[src/rtl/sar_adc_pkg.sv]
// Shared types and defaults for the successive-approximation ADC controller.
// Optional build macro used by sar_adc_ctrl: SAR_CMP_SYNC_EN (two-flop comparator synchroniser).
package sar_adc_pkg;

  // Default result / DAC code width.
  localparam int SAR_WIDTH_DEF  = 8;

  // Default DAC settling cycles per bit trial.
  localparam int SAR_SETTLE_DEF = 16;

  // Controller states.
  typedef enum logic [1:0] {
    IDLE,
    SETTLE,
    DECIDE,
    DONE
  } sar_state_t;

  // Number of edges from the EN-sampling edge to the cycle in which ready_pulse is high.
  function automatic int sar_latency(input int width, input int settle);
    return width * (settle + 1) + 1;
  endfunction

  // Back-to-back conversion period when EN is held high.
  function automatic int sar_period(input int width, input int settle);
    return width * (settle + 1) + 2;
  endfunction

endpackage

[src/rtl/sar_settle_timer.sv]
// Loadable down-counter that times the DAC settling window of one bit trial.
// done_o is high during the last of SETTLE_CYCLES running cycles after a load.
module sar_settle_timer #(
  parameter int SETTLE_CYCLES = 16
) (
  input  logic clk,
  input  logic reset,
  input  logic load_i,
  input  logic run_i,
  output logic done_o
);

  // Counter holds the number of running cycles still to go after the current one.
  localparam int CW = (SETTLE_CYCLES > 2) ? $clog2(SETTLE_CYCLES) : 2;
  localparam logic [CW-1:0] LOAD_VAL = CW'(SETTLE_CYCLES - 1);

  logic [CW-1:0] cnt_q;
  logic [CW-1:0] cnt_d;

  // Next count: reload at the start of each bit trial, otherwise count down while running.
  always_comb begin
    cnt_d = cnt_q;
    if (load_i) begin
      cnt_d = LOAD_VAL;
    end else if (run_i && (cnt_q != '0)) begin
      cnt_d = cnt_q - CW'(1);
    end
  end

  // Count register, cleared by reset.
  always_ff @(posedge clk) begin
    if (reset) begin
      cnt_q <= '0;
    end else begin
      cnt_q <= cnt_d;
    end
  end

  assign done_o = run_i && (cnt_q == '0);

endmodule

[src/rtl/sar_adc_ctrl.sv]
// Successive-approximation ADC controller: drives an R-2R DAC, reads a comparator,
// produces one WIDTH-bit sample per conversion with a one-cycle ready_pulse.
// Optional build macro: SAR_CMP_SYNC_EN -- when defined, comp_in passes through a
// two-flop synchroniser before the bit decision; otherwise comp_in must be synchronous to clk.
module sar_adc_ctrl
  import sar_adc_pkg::*;
#(
  parameter int WIDTH         = SAR_WIDTH_DEF,
  parameter int SETTLE_CYCLES = SAR_SETTLE_DEF
) (
  input  logic             clk,
  input  logic             reset,
  input  logic             EN,
  input  logic             comp_in,
  output logic [WIDTH-1:0] dac_out,
  output logic [WIDTH-1:0] Q,
  output logic             ready_pulse,
  output logic             busy
);

  localparam int IW = (WIDTH > 1) ? $clog2(WIDTH) : 1;
  localparam logic [IW-1:0]    IDX_TOP = IW'(WIDTH - 1);
  localparam logic [WIDTH-1:0] MSB_ONE = {1'b1, {(WIDTH-1){1'b0}}};

  sar_state_t       state_q;
  sar_state_t       state_d;
  logic [IW-1:0]    idx_q;
  logic [IW-1:0]    idx_d;
  logic [IW-1:0]    idx_m1;
  logic [WIDTH-1:0] dac_q;
  logic [WIDTH-1:0] dac_d;
  logic [WIDTH-1:0] res_q;
  logic [WIDTH-1:0] res_d;
  logic             rdy_q;
  logic             rdy_d;
  logic             busy_q;
  logic             busy_d;

  logic             cmp_bit;
  logic             tmr_load;
  logic             tmr_run;
  logic             tmr_done;

`ifdef SAR_CMP_SYNC_EN
  logic [1:0] cmp_sync_q;

  // Two-flop synchroniser for an asynchronous comparator; the settle window hides its delay.
  always_ff @(posedge clk) begin
    if (reset) begin
      cmp_sync_q <= 2'b00;
    end else begin
      cmp_sync_q <= {cmp_sync_q[0], comp_in};
    end
  end

  assign cmp_bit = cmp_sync_q[1];
`else
  assign cmp_bit = comp_in;
`endif

  assign idx_m1 = idx_q - IW'(1);

  // The timer restarts whenever a new bit trial begins, and only counts in SETTLE.
  assign tmr_load = ((state_q == IDLE) && EN) || ((state_q == DECIDE) && (idx_q != '0));
  assign tmr_run  = (state_q == SETTLE);

  sar_settle_timer #(
    .SETTLE_CYCLES(SETTLE_CYCLES)
  ) u_settle_timer (
    .clk   (clk),
    .reset (reset),
    .load_i(tmr_load),
    .run_i (tmr_run),
    .done_o(tmr_done)
  );

  // State register.
  always_ff @(posedge clk) begin
    if (reset) begin
      state_q <= IDLE;
    end else begin
      state_q <= state_d;
    end
  end

  // Next-state logic: EN only matters in IDLE, so a conversion always runs to completion.
  always_comb begin
    state_d = state_q;
    unique case (state_q)
      IDLE:    if (EN) state_d = SETTLE;
      SETTLE:  if (tmr_done) state_d = DECIDE;
      DECIDE:  state_d = (idx_q == '0) ? DONE : SETTLE;
      DONE:    state_d = IDLE;
      default: state_d = IDLE;
    endcase
  end

  // Output/datapath next values; every output is registered from these.
  always_comb begin
    dac_d  = dac_q;
    idx_d  = idx_q;
    res_d  = res_q;
    rdy_d  = 1'b0;
    busy_d = (state_d != IDLE);
    unique case (state_q)
      IDLE: begin
        dac_d = '0;
        idx_d = IDX_TOP;
        if (EN) begin
          dac_d = MSB_ONE;
        end
      end
      SETTLE: begin
        dac_d = dac_q;
      end
      DECIDE: begin
        // Keep the trial bit only if Vin is at or above the trial voltage.
        if (!cmp_bit) begin
          dac_d[idx_q] = 1'b0;
        end
        if (idx_q != '0) begin
          dac_d[idx_m1] = 1'b1;
          idx_d         = idx_m1;
        end
      end
      DONE: begin
        // Result and pulse land on the same edge; the DAC is parked at zero while idle.
        res_d = dac_q;
        rdy_d = 1'b1;
        dac_d = '0;
        idx_d = IDX_TOP;
      end
      default: begin
        dac_d = '0;
        idx_d = IDX_TOP;
      end
    endcase
  end

  // Datapath and output registers.
  always_ff @(posedge clk) begin
    if (reset) begin
      dac_q  <= '0;
      idx_q  <= IDX_TOP;
      res_q  <= '0;
      rdy_q  <= 1'b0;
      busy_q <= 1'b0;
    end else begin
      dac_q  <= dac_d;
      idx_q  <= idx_d;
      res_q  <= res_d;
      rdy_q  <= rdy_d;
      busy_q <= busy_d;
    end
  end

  assign dac_out     = dac_q;
  assign Q           = res_q;
  assign ready_pulse = rdy_q;
  assign busy        = busy_q;

endmodule
[config.mk]
export PLATFORM = sky130hd
export DESIGN_NAME = sar_adc_ctrl
export DESIGN_NICKNAME = d
export VERILOG_FILES = /design/src/rtl/sar_adc_pkg.sv /design/src/rtl/sar_settle_timer.sv /design/src/rtl/sar_adc_ctrl.sv
export SDC_FILE = /design/constraint.sdc
export NUM_CORES = 1
export LEC_CHECK = 0
export ABC_AREA = 1
export CAP_MARGIN = 20
export CORE_MARGIN = 1
export CORE_UTILIZATION = 55
export CTS_BUF_LIST = sky130_fd_sc_hd__clkbuf_4 sky130_fd_sc_hd__clkbuf_8
export DETAILED_ROUTE_END_ITERATION = 10
export DONT_BUFFER_PORTS = 1
export PLACE_DENSITY = 0.72
export SYNTH_ARGS = -nofsm -noshare
export SYNTH_HDL_FRONTEND = slang
export SYNTH_SLANG_ARGS = --single-unit
[constraint.sdc]
create_clock -name clk -period 1.4 [get_ports clk]
set_input_delay 0.14 -clock clk [delete_from_list [all_inputs] [get_ports clk]]
set_output_delay 0.14 -clock clk [all_outputs]
set_load 0.005 [all_outputs]
Word level (Yosys, flattened, before mapping)
Cells that the tools add are included.
{ "totals": {"register_bits": 27, "in_bits": 4, "wordCells": 55, "out_inout_bits": 18} }
{ "op_classes": {"n_reduce_logical": 17, "muxes": 18, "n_eq_ne": 4, "bitwise_logic": 3, "magnitude_cmp": 4, "addsub": 2} }
{ "ops": {"columns": ["cell", "n"], "rows": [
  ["8-bit two-way mux", 4],
  ["8-bit case mux with 3 select lines", 1],
  ["8-bit AND", 1],
  ["3-bit by 4-bit less-than comparator with 1-bit output (second input constant)", 2],
  ["4-bit two-way mux", 2],
  ["8-bit inverter", 1],
  ["8-bit bitwise OR", 1],
  ["2-bit case mux with 4 select lines", 1],
  ["1-bit demux with 3-bit select", 2],
  ["3-bit by 1-bit >= comparator with 1-bit output (second input constant)", 2],
  ["1-bit logical AND", 6],
  ["2-bit two-way mux", 3],
  ["3-bit case mux with 2 select lines", 1],
  ["2-bit nonzero test", 3],
  ["2-bit == test (second input constant)", 2],
  ["4-bit zero test", 1],
  ["4-bit nonzero test", 1],
  ["4-bit by 1-bit subtractor with 4-bit output (second input constant)", 1],
  ["3-bit zero test", 1],
  ["1-bit two-way mux", 3],
  ["3-bit two-way mux", 1],
  ["3-bit nonzero test", 1],
  ["3-bit by 1-bit subtractor with 3-bit output (second input constant)", 1],
  ["2-bit by 1-bit == test with 1-bit output (second input constant)", 1],
  ["other kinds (5)", 5]
]} }

Logic depth before layout (Yosys ltp)
Gate-level depths: netlist of run 1.
{ "logic_depth": {"ltp_word": 11, "depth_mapped": 10} }

Hierarchy
Synthesis of run 1 repeated with hierarchy kept, for this count alone.
{ "hier_totals": {"hier_cells": 201, "hier_area_um2": 1437.6} }
{ "modules_own_cells": {"columns": ["module", "area_per_inst_um2", "n_inst", "cells_each"], "rows": [
  ["sar_adc_ctrl", 1173.6, 1, 164],
  ["sar_settle_timer", 264.0, 1, 37]
]} }

Worst setup path before layout of run 1
No wires, ideal clock.
{ "synth_path": {"path_type": "register -> register", "startpoint": "register state_q[1]", "endpoint": "register dac_q[2] (netlist: dac_out[2])", "stages_incl_launch_ff": 7, "arrival_time_ns": 1.232, "setup_ns": 0.070, "setup_slack_ns": 0.098, "path_cell_list": "dfxtp_1 -> inv_1 -> ha_1 -> buf_2 -> nor2_2 -> nand3_1 -> a21oi_1"} }
{ "synth_via": {"elab_chain_len": 2, "elab_cells_between_ends": 5, "cone_classes": "eq/ne (3); mux (1); reduce/logical (1)"} }
{ "synth_rtl": {"columns": ["element", "line_no", "text"], "rows": [
  ["start: declaration", "sar_adc_ctrl.sv:25", "sar_state_t state_q;"],
  ["start signal: assignment", "sar_adc_ctrl.sv:82", "state_q <= state_d;"],
  ["2-bit == test / 2-bit zero test (equally long branches)", "sar_adc_ctrl.sv:105", "unique case (state_q)"],
  ["8-bit case mux with 3 select lines", "sar_adc_ctrl.sv:105", null],
  ["end signal: assignment", "sar_adc_ctrl.sv:143", "dac_q <= '0;"],
  ["end signal: assignment", "sar_adc_ctrl.sv:149", "dac_q <= dac_d;"],
  ["end: declaration", "sar_adc_ctrl.sv:30", "logic [WIDTH-1:0] dac_q;"]
]} }
Several ways; a longest one is shown, not always the timed one.
A chain may end at the register's enable or synchronous reset.

Final worst setup path of run 1
{ "layout_path": {"startpoint": "register idx_q[0]", "endpoint": "register idx_q[2]"} }
{ "layout_via": {"elab_chain_len": 3, "elab_cells_between_ends": 6, "cone_classes": "add/sub (1); eq/ne (1); mux (2); reduce/logical (2)"} }
{ "layout_rtl": {"columns": ["element", "line_no", "text"], "rows": [
  ["start: declaration", "sar_adc_ctrl.sv:27", "logic [IW-1:0] idx_q;"],
  ["start signal: assignment", "sar_adc_ctrl.sv:150", "idx_q <= idx_d;"],
  ["3-bit by 1-bit subtractor with 3-bit output / 3-bit nonzero test (equally long branches)", "sar_adc_ctrl.sv:61, sar_adc_ctrl.sv:121", null],
  ["3-bit two-way mux / 2-bit by 1-bit inequality test with 1-bit output (equally long branches)", null, null],
  ["3-bit case mux with 2 select lines / 2-bit AND reduction (equally long branches)", null, null]
]} }
Several ways; a longest one is shown, not always the timed one. The select of a mux whose other input is x is not followed.

==> results of run 1 <==
-- kinds of logic after synthesis --
group / after synthesis / share of synthesized area
muxes: 1 / 0.00716
xor gates and xnor gates: 1 / 0.00627
and+or+nand+nor: 96 / 0.277
DFF: 27 / 0.387
buffers and inverters: 29 / 0.0815
AOI/OAI and AO/OA: 38 / 0.170
adders and majority gates: 8 / 0.0716
-- sequential cells by signal, summed over array words and instances, names as in the netlist --
register	count
Q	8
busy	1
dac_out	8
idx_q	3
ready_pulse	1
state_q	2
u_settle_timer.cnt_q	4
-- routing by layer --
metal	global-route usage	vias up	routed length, um
met4	0.0789	0	35
met5	0	-	0
met2	0.414	26	1680
met3	0.0406	5	121
met1	0.274	602	1450
li1	-	646	-
-- placed cells by master (no fill, tap or decap) --
master and n:
a21oi_1 3, a21oi_2 7, a22oi_2 1, a31oi_1 1, buf_4 9, clkbuf_4 3, clkinv_1 1, clkinvlp_4 1
dfxtp_1 22, dfxtp_2 3, dfxtp_4 2, ha_1 4, ha_2 1, ha_4 3, inv_1 19, inv_2 3
inv_4 2, mux2i_1 1, nand2_1 58, nand2_2 5, nand3_1 4, nor2_1 20, nor2_2 5, nor2_4 3
nor3_1 1, o211ai_1 4, o21a_4 1, o21ai_0 17, o21ai_1 3, o21ai_2 1, xor2_1 1
-- path summary, 6_finish.rpt --
path	start	endpoint	slack, ns	cells after the start
worst max-delay path	idx_q[0]$_SDFFE_PP1P_	idx_q[2]$_SDFFE_PP1P_	0.05	8
worst min-delay path	reset	dac_out[0]$_SDFFE_PP0N_	-0.16	1
worst max register to register	idx_q[0]$_SDFFE_PP1P_	idx_q[2]$_SDFFE_PP1P_	0.05	8
worst min register to register	u_settle_timer.cnt_q[2]$_SDFFE_PP0P_	u_settle_timer.cnt_q[2]$_SDFFE_PP0P_	0.49	2
-- stage by stage --
stage | worst slack [ns] | TNS (ns) | hold slack, ns
final | 0.0494 | 0 | -0.160
after global routing | -0.0400 | -0.104 | -0.176
after CTS | -0.0181 | -0.0540 | -0.161
after detailed placement | -0.0451 | -0.165 | 0.206
after global placement | -0.0174 | -0.0451 | 0.206
after floorplan | 0.0980 | 0 | 0.202
-- power by group --
part	leakage (nW)	total (mW)	switching, mW	internal [mW]
registers	0.221	0.872	0.0486	0.823
clock network	0.0139	0.356	0.246	0.109
logic	0.515	0.524	0.319	0.205
total	0.750	1.75	0.613	1.14
-- critical path, delay by kind of cell (launching register included) --
| kind | cells | cell delay [ns] |
|---|---|---|
| DFF | 1 | 0.38 |
| buffers and inverters | 2 | 0.15 |
| AOI/OAI and AO/OA | 3 | 0.32 |
| and+or+nand+nor | 2 | 0.25 |
| adders and majority gates | 1 | 0.13 |
-- layout make-up --
type	instances	area share
Sequential cell	27	0.344
Timing Repair Buffer	9	0.0421
Inverter	25	0.0616
Tap cell	28	0.0218
Clock inverter	1	0.00468
Multi-Input combinational cell	144	0.512
Clock buffer	3	0.0140
-- what timing repair did --
item,CTS,global route
hold endpoints to repair,13,12
resized for setup,6,28
pin swaps,0,3
buffers inserted,0,6
setup endpoints to repair,12,18
==> impl_metrics.py, run 1 <==
metrics = {
    "setup_path": {
        "critical_path_class": "flop to flop",
        "slowest_delay_ns": 0.38,
        "arrival_ns": 1.55,
        "crit_chain": "inv_4 > ha_4 > inv_1 > nor2_4 > nand2_2 > o21a_4 > o21ai_2 > o211ai_1",
        "critPathMaxFanout": 6,
        "cp-end-kind": "flop",
        "start_kind": "flop",
        "cpMaxStageDelayCell": "dfxtp_2",
        "required_ns": 1.60,
    },
    "logic_synthesis": {
        "syn_avg_cell_area_um2": 6.99,
        "ys_warn_count": 0,
        "synthArstFlopShare": 0,
        "synth_top_area_frac": 0.387,
        "syn_nets": 212,
        "netlist_instances": 200,
        "yosysSeqAreaShare": 0.387,
        "ys_ff_latch": 27,
        "synth_top_cell_by_area": "dfxtp_1",
        "ys_top_cells_by_area": "dfxtp_1, nand2_1, ha_1, o21ai_0, inv_1",
        "synth_most_common_cell": "nand2_1",
        "syn-cell-area_mm2": 0.00140,
        "synth_common_cells": "nand2_1, dfxtp_1, inv_1, nor2_1, o21ai_0",
        "ys.flop_type": "dfxtp_1",
        "synth.distinct_cells": 22,
        "synth_edf_count": 0,
    },
    "sta": {
        "setup_viol": 0,
        "finClkSkew_ns": 0.00710,
        "fmax_ghz": 0.740,
        "slew_violations": 0,
        "min_period_ns": 1.35,
        "period_share": 0.965,
        "whs_ns": -0.160,
        "max_slew_margin": 0.727,
        "rsz0062_at_grt": "true",
        "worst_pin_slew_ns": 0.409,
        "finalHoldViolations": 13,
    },
    "floorplanning": {
        "die-area_mm2": 0.00275,
        "dieHeight_um": 52.4,
        "initial_core_util": 0.608,
        "core_area_mm2": 0.00230,
        "ios": 22,
        "rows": 17,
        "die_w_um": 52.4,
    },
    "finish": {
        "multi_input_area_um2": 822,
        "n_antenna_cell": 0,
        "fin_cells": 237,
        "finish.net_count": 222,
        "fin_area_mm2": 0.00161,
        "drive_gt1_frac": 0.239,
        "ff_latch_area_um2": 552,
        "fill_cells": 223,
        "fin_util": 0.699,
        "syn2layout_area_growth_pct": 14.9,
    },
    "routing": {
        "vias": 1279,
        "post_drt_wl_per_cell_um": 13.9,
        "vias_per_cell": 5.40,
        "antenna_left": 0,
        "drc": 0,
        "wirelength_um": 3280,
        "first_iter_violations": 19,
        "firstDrtPassIters": 4,
    },
    "status": {
        "status": "finished with violations",
        "violations": "hold timing",
    },
    "grt": {
        "antenna_found_initial": 0,
        "grt-ovfl-total": 0,
        "grt_pass1_wl_um": 4760,
        "grt_use_total": 0.231,
        "grt_start_max_net_pins": 17,
        "grt_pass1_vias": 1152,
    },
    "cts": {
        "cts_tree": "done",
        "cts_root_buffer": "clkbuf_4",
        "clock_sinks": 27,
        "clk_latency_ns": 0.33,
        "cts.clk_slew.worst_paths_ns": 0.16,
        "clk_path_buf_depth": 2,
        "cts_buffers": 3,
        "htree_num_levels": 1,
    },
    "power": {
        "power_density_mw_per_mm2": 1090,
        "power_mw": 1.75,
        "irDropWorstVdd_mv": 0.708,
        "leakagePower_nw": 0.750,
    },
    "placed_design": {
        "dp_hpwl_um": 2150,
        "dp_cells": 227,
        "placed_cell_area_mm2": 0.00144,
        "place.gp.congestion": 0.897,
        "port_buffers": 0,
    },
    "job": {
        "drv_cap": 0,
    },
    "hold_path": {
        "holdCritPathClass": "input pin to flop",
    },
}
(Power assumes the default switching activity.)
==> run 2: changes to the inputs <==
--- a/config.mk
+++ b/config.mk
@@ -12,6 +12,7 @@
 export CTS_BUF_LIST = sky130_fd_sc_hd__clkbuf_4 sky130_fd_sc_hd__clkbuf_8
 export DETAILED_ROUTE_END_ITERATION = 10
 export DONT_BUFFER_PORTS = 1
+export GPL_ROUTABILITY_DRIVEN = 0
 export PLACE_DENSITY = 0.72
 export SYNTH_ARGS = -nofsm -noshare
 export SYNTH_HDL_FRONTEND = slang
==> results of run 2 <==
Final layout, timing and power as in run 1 (identical DEF).
==> run 3: changes to the inputs <==
--- a/config.mk
+++ b/config.mk
@@ -6,13 +6,14 @@
 export NUM_CORES = 1
 export LEC_CHECK = 0
 export ABC_AREA = 1
-export CAP_MARGIN = 20
+export CORE_ASPECT_RATIO = 0.75
 export CORE_MARGIN = 1
 export CORE_UTILIZATION = 55
 export CTS_BUF_LIST = sky130_fd_sc_hd__clkbuf_4 sky130_fd_sc_hd__clkbuf_8
 export DETAILED_ROUTE_END_ITERATION = 10
 export DONT_BUFFER_PORTS = 1
 export GPL_ROUTABILITY_DRIVEN = 0
+export HOLD_SLACK_MARGIN = 0.08
 export PLACE_DENSITY = 0.72
 export SYNTH_ARGS = -nofsm -noshare
 export SYNTH_HDL_FRONTEND = slang
==> impl_metrics.py, run 3 (synthesized netlist as in run 1, its figures left out) <==
metrics = {
    "finish": {
        "layout_commonest_cell": "nand2_1",
        "syn2layout_area_growth_pct": 17.1,
        "finish.net_count": 221,
        "final_cell_mix": "nand2_1, dfxtp_1, nor2_1",
        "fin_util": 0.698,
        "fin_cells": 242,
        "n_antenna_cell": 0,
        "drive_gt1_frac": 0.245,
        "fill_cells": 201,
    },
    "routing": {
        "vias": 1323,
        "vias_per_cell": 5.47,
        "antenna_left": 0,
        "post_drt_wl_per_cell_um": 15.0,
        "wirelength_um": 3620,
        "drc": 0,
        "firstDrtPassIters": 4,
        "first_iter_violations": 132,
    },
    "sta": {
        "rsz0062_at_grt": "true",
        "min_period_ns": 1.36,
        "slew_violations": 0,
        "finalHoldViolations": 13,
        "worst_pin_slew_ns": 0.399,
        "setup_viol": 0,
        "period_share": 0.972,
        "max_slew_margin": 0.734,
        "finClkSkew_ns": 0.00567,
        "fmax_ghz": 0.735,
        "whs_ns": -0.165,
    },
    "floorplanning": {
        "ios": 22,
        "dieHeight_um": 45.7,
        "die-area_mm2": 0.00275,
        "die_w_um": 60.2,
        "core_area_mm2": 0.00235,
        "initial_core_util": 0.596,
        "rows": 15,
    },
    "setup_path": {
        "required_ns": 1.61,
        "critical_path_class": "flop to flop",
        "arrival_ns": 1.57,
        "cp-end-kind": "flop",
        "critPathMaxFanout": 6,
        "start_kind": "flop",
    },
    "cts": {
        "htree_num_levels": 1,
        "clk_path_buf_depth": 2,
        "cts_root_buffer": "clkbuf_4",
        "cts_buffers": 3,
        "cts.clk_slew.worst_paths_ns": 0.15,
        "clock_sinks": 27,
        "cts_tree": "done",
        "clk_latency_ns": 0.34,
    },
    "status": {
        "status": "finished with violations",
        "violations": "hold timing",
    },
    "grt": {
        "antenna_found_initial": 0,
        "grt_pass1_vias": 1234,
        "grt_pass1_wl_um": 5550,
        "grt-ovfl-total": 0,
        "grt_use_total": 0.276,
        "grt_start_max_net_pins": 15,
    },
    "job": {
        "drv_cap": 0,
    },
    "power": {
        "leakagePower_nw": 0.760,
        "power_density_mw_per_mm2": 1100,
        "irDropWorstVdd_mv": 0.620,
    },
    "placed_design": {
        "port_buffers": 0,
        "dp_hpwl_um": 2380,
        "dp_cells": 236,
    },
    "hold_path": {
        "holdCritPathClass": "input pin to flop",
    },
}
[run 3: changes by cell type in the layout (fill, tap and decap cells not counted), sizes merged]
cell / delta
buf: -1
clkbuf: +1
clkinvlp: -1
[run 3: critical path, stage by stage, from the launching register on]
cell,delay (ns)
dfxtp_4,0.40
inv_8,0.08
ha_4,0.13
inv_1,0.06
nor2_4,0.15
nand2_2,0.08
o21a_4,0.14
o21ai_0,0.08
o211ai_1,0.11
[run 3: per-layer routing]
layer / vias up / global-route usage / wire length, um
met5: - / 0 / 0
met4: 0 / 0.0419 / 45
met3: 8 / 0.0795 / 280
met2: 54 / 0.426 / 1670
met1: 614 / 0.388 / 1620
li1: 647 / - / -
[run 3: worst paths after layout]
path	start	cells after the start	slack [ns]	to
worst max-delay path	idx_q[0]$_SDFFE_PP1P_	8	0.04	idx_q[1]$_SDFFE_PP1P_
worst min-delay path	reset	1	-0.17	dac_out[7]$_SDFFE_PP0N_
worst max register to register	idx_q[0]$_SDFFE_PP1P_	8	0.04	idx_q[1]$_SDFFE_PP1P_
worst min register to register	u_settle_timer.cnt_q[2]$_SDFFE_PP0P_	2	0.50	u_settle_timer.cnt_q[2]$_SDFFE_PP0P_
[run 3: where the power goes]
group,internal [mW],switching [mW]
logic,0.207,0.349
clock network,0.132,0.241
registers,0.824,0.0529
[run 3: layout make-up]
class | instances | area [um^2] | area share
repair buffers | 8 | 60.1 | 0.0367
flip-flops and latches | 27 | 553 | 0.338
well taps | 34 | 42.5 | 0.0260
clock buffers | 4 | 30.0 | 0.0183
multi-input cells | 144 | 850 | 0.519
inverters | 25 | 101 | 0.0619
[run 3: timing repair]
| item | CTS | global route |
|---|---|---|
| gates resized for setup | 6 | 34 |
| endpoints found under the setup margin | 12 | 17 |
| pin swaps | 0 | 1 |
| setup buffers | 0 | 2 |
| hold endpoints to repair | 13 | 13 |
[run 3: stage by stage]
step	power, mW	setup TNS [ns]	hold slack, ns	cell area, um^2	setup slack (ns)
floorplan	1.21	0	0.202	1400	0.0980
global placement	1.30	-0.104	0.205	1470	-0.0387
detailed placement	1.31	-0.454	0.206	1470	-0.0808
CTS	1.69	-0.210	-0.165	1510	-0.0397
global route	1.91	-0.183	-0.185	1640	-0.0472
finish	1.81	0	-0.165	1640	0.0390
==> patch 1, RTL diff (settings of run 1) <==
Re-encode `sar_state_t` (4 states) as one-hot, 4 bits wide.
--- a/src/rtl/sar_adc_pkg.sv
+++ b/src/rtl/sar_adc_pkg.sv
@@ -9,11 +9,11 @@
   localparam int SAR_SETTLE_DEF = 16;
 
   // Controller states.
-  typedef enum logic [1:0] {
-    IDLE,
-    SETTLE,
-    DECIDE,
-    DONE
+  typedef enum logic [3:0] {
+    IDLE   = 4'b0001,
+    SETTLE = 4'b0010,
+    DECIDE = 4'b0100,
+    DONE   = 4'b1000
   } sar_state_t;
 
   // Number of edges from the EN-sampling edge to the cycle in which ready_pulse is high.
Check against the original RTL: no difference found for any inputs over 10 cycles, from zero or initial values and one cycle with reset high; not proved beyond that.
==> patch 1 against run 1 <==
- sequential share of layout area grew 1.7 points
- final area is 0.78% higher
- wire length fell by 5.8%
- count of clock-buffer cells in the layout is 4 higher
- sequential cell count increased by 2
- core utilization shrank 5.2 points
- worst setup slack improved by 0.025 ns
- area after synthesis rose by 4.9%
Power is not compared: it rests on default switching activity, and its combinational part moved more than twofold at a synthesized area within 25%.
==> patch 1: results (changes against run 1) <==
placement:
  dp_cells: 234  # was 227
  hpwl_um: 2240  # was 2150 um
  placed_area_um2: 1500  # was 1440 um^2
  place_congestion: 0.960  # was 0.897
yosys:
  yosys-top-cells-count: "59 x nand2_1, 29 x dfxtp_1, 22 x nor2_1, 20 x inv_1, 17 x o21ai_0"  # was 60 x nand2_1, 27 x dfxtp_1, 23 x inv_1, 23 x nor2_1, 20 x o21ai_0
  ys_top_cells_by_area: "dfxtp_1 40%, nand2_1 15%, o21ai_0 5.8%"  # was dfxtp_1 39%, nand2_1 16%, ha_1 7.2%
  synth_compound_area_frac: 0.130  # was 0.170
  synth_cell_types: 25  # was 22
  netlist_instances: 205  # was 200
  synth_mux_area_frac: 0  # was 0.00716
  synth_adder_area_share: 0.0341  # was 0.0716
  synth_xor_area_frac: 0  # was 0.00627
  ys_seq_area_frac: 0.396  # was 0.387
setup_path:
  crit_end: "dac_out[1]"  # was idx_q[2]
  critPathSlowestCell: "dfxtp_2"  # unchanged
  cp-startpoint: "idx_q[1]"  # was idx_q[0]
  r2r_slack_ns: 0.07  # was 0.05 ns
  worstPathArrival_ns: 1.57  # was 1.55 ns
  cp_max_fo: 4  # was 6
  critPathMaxStageDelay_ns: 0.36  # was 0.38 ns
final_layout:
  fillers: 214  # was 223
  final_layout_size_suffix_gt1_frac: 0.229  # was 0.239
route:
  routed_wl_um: 3090  # was 3280 um
  drt_first_iter_violations: 25  # was 19
  via_per_inst: 5.31  # was 5.40
  routed-via-count: 1296  # was 1279
  firstDrtPassIters: 5  # was 4
clocking:
  cts_made_buffers: 5  # was 3
  ctsHtreeMaxLevel: 2  # was 1
  clk_pin_slew_ns: 0.11  # was 0.16 ns
power:
  vdd_drop_max_v: 0.000813
  p_leak_nw: 0.726
global_routing:
  grt_usage: 0.237  # was 0.231
  grt_pass1_wl_um: 4790  # was 4760 um
  grt_start_max_net_pins: 16  # was 17
  grt_pass1_vias: 1148  # was 1152
outcome:
  status: "completed"  # was finished, violations left
sta:
  maxSlewHeadroom: 0.566  # was 0.727
  final.setup_skew_ns: 0.0205  # was 0.00710 ns
==> patch 1: layout make-up <==
type,count,area [um^2],area share
Tap cell,30,37.5,0.0232
Timing Repair Buffer,5,40.0,0.0247
Clock buffer,7,58.8,0.0363
Multi-Input combinational cell,148,793,0.490
Sequential cell,29,584,0.361
Inverter,25,104,0.0642
==> patch 1: layer usage <==
layer / global-route usage / up-vias / part of all wire / wire length, um
li1: - / 664 / - / -
met3: 0.0706 / 9 / 0.061 / 190
met4: 0.123 / 0 / 0.018 / 56
met1: 0.279 / 583 / 0.46 / 1410
met5: 0 / - / 0 / 0
met2: 0.385 / 40 / 0.46 / 1430
==> patch 1: logic make-up after synthesis <==
logic type,Yosys count
AO/OA/AOI/OAI,31
buffers and inverters,28
AND/OR/NAND/NOR,113
flip-flops,29
adder cells (fa/ha/maj),4
==> patch 1: per-stage QoR <==
| stage | hold slack (ns) | worst slack (ns) |
|---|---|---|
| after floorplan | 0.209 | 0.0968 |
| after global placement | 0.205 | 0.0881 |
| after detailed placement | 0.206 | -0.00557 |
| after CTS | 0.0351 | 0.0198 |
| after global routing | 0.0477 | 0.00248 |
| final | 0.0401 | 0.0744 |
==> patch 1: repair_timing <==
item                                   4_1_cts  5_1_grt
resized for setup                            2        6
setup buffers                                0        2
setup endpoints to repair                    3       11
endpoints found under the hold margin       13        0
pin swaps                                    0        0
hold buffers                                 1        0
==> patch 1: how the worst min path moves through the flow <==
stage                     start                      end  slack, ns  cells past startpoint
final                        EN               state_q[0]       0.04                      2
after global routing         EN               state_q[0]       0.05                      2
after CTS                    EN               state_q[0]       0.04                      2
after detailed placement  reset               dac_out[1]       0.21                      1
after global placement    reset               dac_out[1]       0.21                      1
after floorplan           reset  u_settle_timer.cnt_q[0]       0.21                      1
==> patch 1: power groups by stage <==
stage	sequential (mW)	clock [mW]	combinational, mW
floorplan	0.891	0	0.149
global route	0.882	0.574	0.221
detailed placement	0.895	0	0.175
global placement	0.894	0	0.165
finish	0.877	0.537	0.198
CTS	0.876	0.544	0.188
==> patch 1: critical path, delay by kind of cell (launching register included) <==
family | cells | cell delay, ns
AOI/OAI and AO/OA | 1 | 0.10
and+or+nand+nor | 4 | 0.35
buffers and inverters | 2 | 0.15
adders and majority gates | 1 | 0.29
DFF | 1 | 0.36
==> patch 2, RTL diff (config.mk and constraints of run 1) <==
Without the edit above. The option `SAR_CMP_SYNC_EN` is turned on by a define.
--- a/src/rtl/sar_adc_ctrl.sv
+++ b/src/rtl/sar_adc_ctrl.sv
@@ -2,6 +2,8 @@
 // produces one WIDTH-bit sample per conversion with a one-cycle ready_pulse.
 // Optional build macro: SAR_CMP_SYNC_EN -- when defined, comp_in passes through a
 // two-flop synchroniser before the bit decision; otherwise comp_in must be synchronous to clk.
+`define SAR_CMP_SYNC_EN
+
 module sar_adc_ctrl
   import sar_adc_pkg::*;
 #(
Behaviour: no difference found for any inputs over 10 cycles, from zero or initial values and one cycle with reset high; that may be too few to reach the edited logic, so the function may still have changed.
==> patch 2 against run 1 <==
- total power rose by 11%
- worst setup slack got worse by 0.0029 ns
- maximum frequency fell by 0.22%
- count of clock-buffer cells in the layout rose by 3
- global-route usage rose by 0.70 points
- die area rose by 4.7%
- area after synthesis rose by 4.8%
- final area rose by 4.5%
- wire length fell by 3.4%
- sequential cell count rose by 2
- critical path type unchanged
- critical endpoint is now dac_out[7]
- largest power group unchanged
- highest routed layer unchanged
==> patch 2: results (changes against run 1) <==
yosys:
  ys_top_cells_by_area: "dfxtp_1 40%, nand2_1 16%, nor2_1 7.7%"  # was dfxtp_1 39%, nand2_1 16%, ha_1 7.2%
  syn_nets: 220  # was 212
  ys_seq_area_frac: 0.396  # was 0.387
  syn-mean-instance-area_um2: 7.04  # was 6.99 um^2
  yosys-top-cells-count: "61 x nand2_1, 30 x nor2_1, 29 x dfxtp_1, 24 x inv_1, 22 x o21ai_0"  # was 60 x nand2_1, 27 x dfxtp_1, 23 x inv_1, 23 x nor2_1, 20 x o21ai_0
  ys.warnings.count: 0  # unchanged
min_path:
  min_path_type: "primary input to flip-flop"  # unchanged
  min_from: "EN"  # was reset
placement:
  dp_cells: 240  # was 227
  place_ws_ns: -0.0402  # was -0.0451 ns
  place_congestion: 0.862  # was 0.897
  placed_area_um2: 1520  # was 1440 um^2
  hpwl_um: 2280  # was 2150 um
route:
  routed-via-count: 1321  # was 1279
  routed_wl_um: 3170  # was 3280 um
  firstDrtPassIters: 4  # unchanged
  drt_first_iter_violations: 26  # was 19
  wl_per_cell_um: 12.7  # was 13.9 um
final_layout:
  final_layout_size_suffix_gt1_frac: 0.205  # was 0.239
  nets: 231  # was 222
power:
  p_leak_nw: 0.802  # was 0.750 nW
  vdd_drop_max_v: 0.000900  # was 0.000708 V
sta:
  finalSetupViolations: 0  # unchanged
  final.setup_skew_ns: 0.00535  # was 0.00710 ns
  maxSlewHeadroom: 0.538  # was 0.727
global_routing:
  grt_pass1_wl_um: 4730  # was 4760 um
  grt_start_max_net_pins: 15  # was 17
  grt_pass1_vias: 1125  # was 1152
  grt_usage: 0.238  # was 0.231
clocking:
  cts_made_buffers: 5  # was 3
  clk_pin_slew_ns: 0.09  # was 0.16 ns
  ctsHtreeMaxLevel: 2  # was 1
setup_path:
  cp_top_family: "simple AND/OR/NAND/NOR gates"  # was flip-flops
  critPathSlowestCell: "dfxtp_4"  # was dfxtp_2
outcome:
  status: "completed"  # was finished, violations left
## patch 2: cell types whose count changed in the layout (fill, tap and decap cells not counted), sizes merged
cell / run 1 / this run
o21a: 1 / 0
a22oi: 1 / 2
buf: 9 / 6
dlygate4sd3: 0 / 2
inv: 24 / 26
o21ai: 21 / 23
nor2: 28 / 32
clkinv: 1 / 3
clkinvlp: 1 / 0
dfxtp: 27 / 29
nor3: 1 / 0
clkbuf: 3 / 6
mux2i: 1 / 0
## patch 2: layer usage
metal,vias up,GRT usage,share of wire
met5,-,0,0
met4,0,0.0789,0.016
met3,6,0.102,0.047
met2,29,0.417,0.52
met1,603,0.256,0.42
li1,683,-,-
## patch 2: final timing paths
| check | to | slack (ns) | cells after the start |
|---|---|---|---|
| max | dac_out[7] | 0.05 | 9 |
| max reg2reg | dac_out[7] | 0.05 | 9 |
| min | u_settle_timer.cnt_q[0] | 0.09 | 2 |
| min reg2reg | cmp_sync_q[1] | 0.41 | 2 |
## patch 2: logic make-up after synthesis
kind of cell,after synthesis,share of synthesized area
simple gates,99,0.273
compound gates,40,0.169
buf+inv,31,0.0871
flops,29,0.396
fa+ha+maj,8,0.0683
xor+xnor,1,0.00598
## patch 2: layout make-up
class	instances	area, um^2
clock buffers	6	45.0
clock inverters	2	10.0
fillers	216	822
inverters	27	104
multi-input cells	148	830
flip-flops and latches	29	587
well taps	30	37.5
repair buffers	8	65.1
## patch 2: power by group
part	switching (mW)	total [mW]	internal, mW
combinational	0.323	0.515	0.192
clock	0.291	0.501	0.210
sequential	0.0504	0.933	0.883
## patch 2: timing repair
action,CTS,global route
hold buffers,2,0
setup endpoints to repair,6,18
gates resized for setup,2,24
hold endpoints to repair,15,0
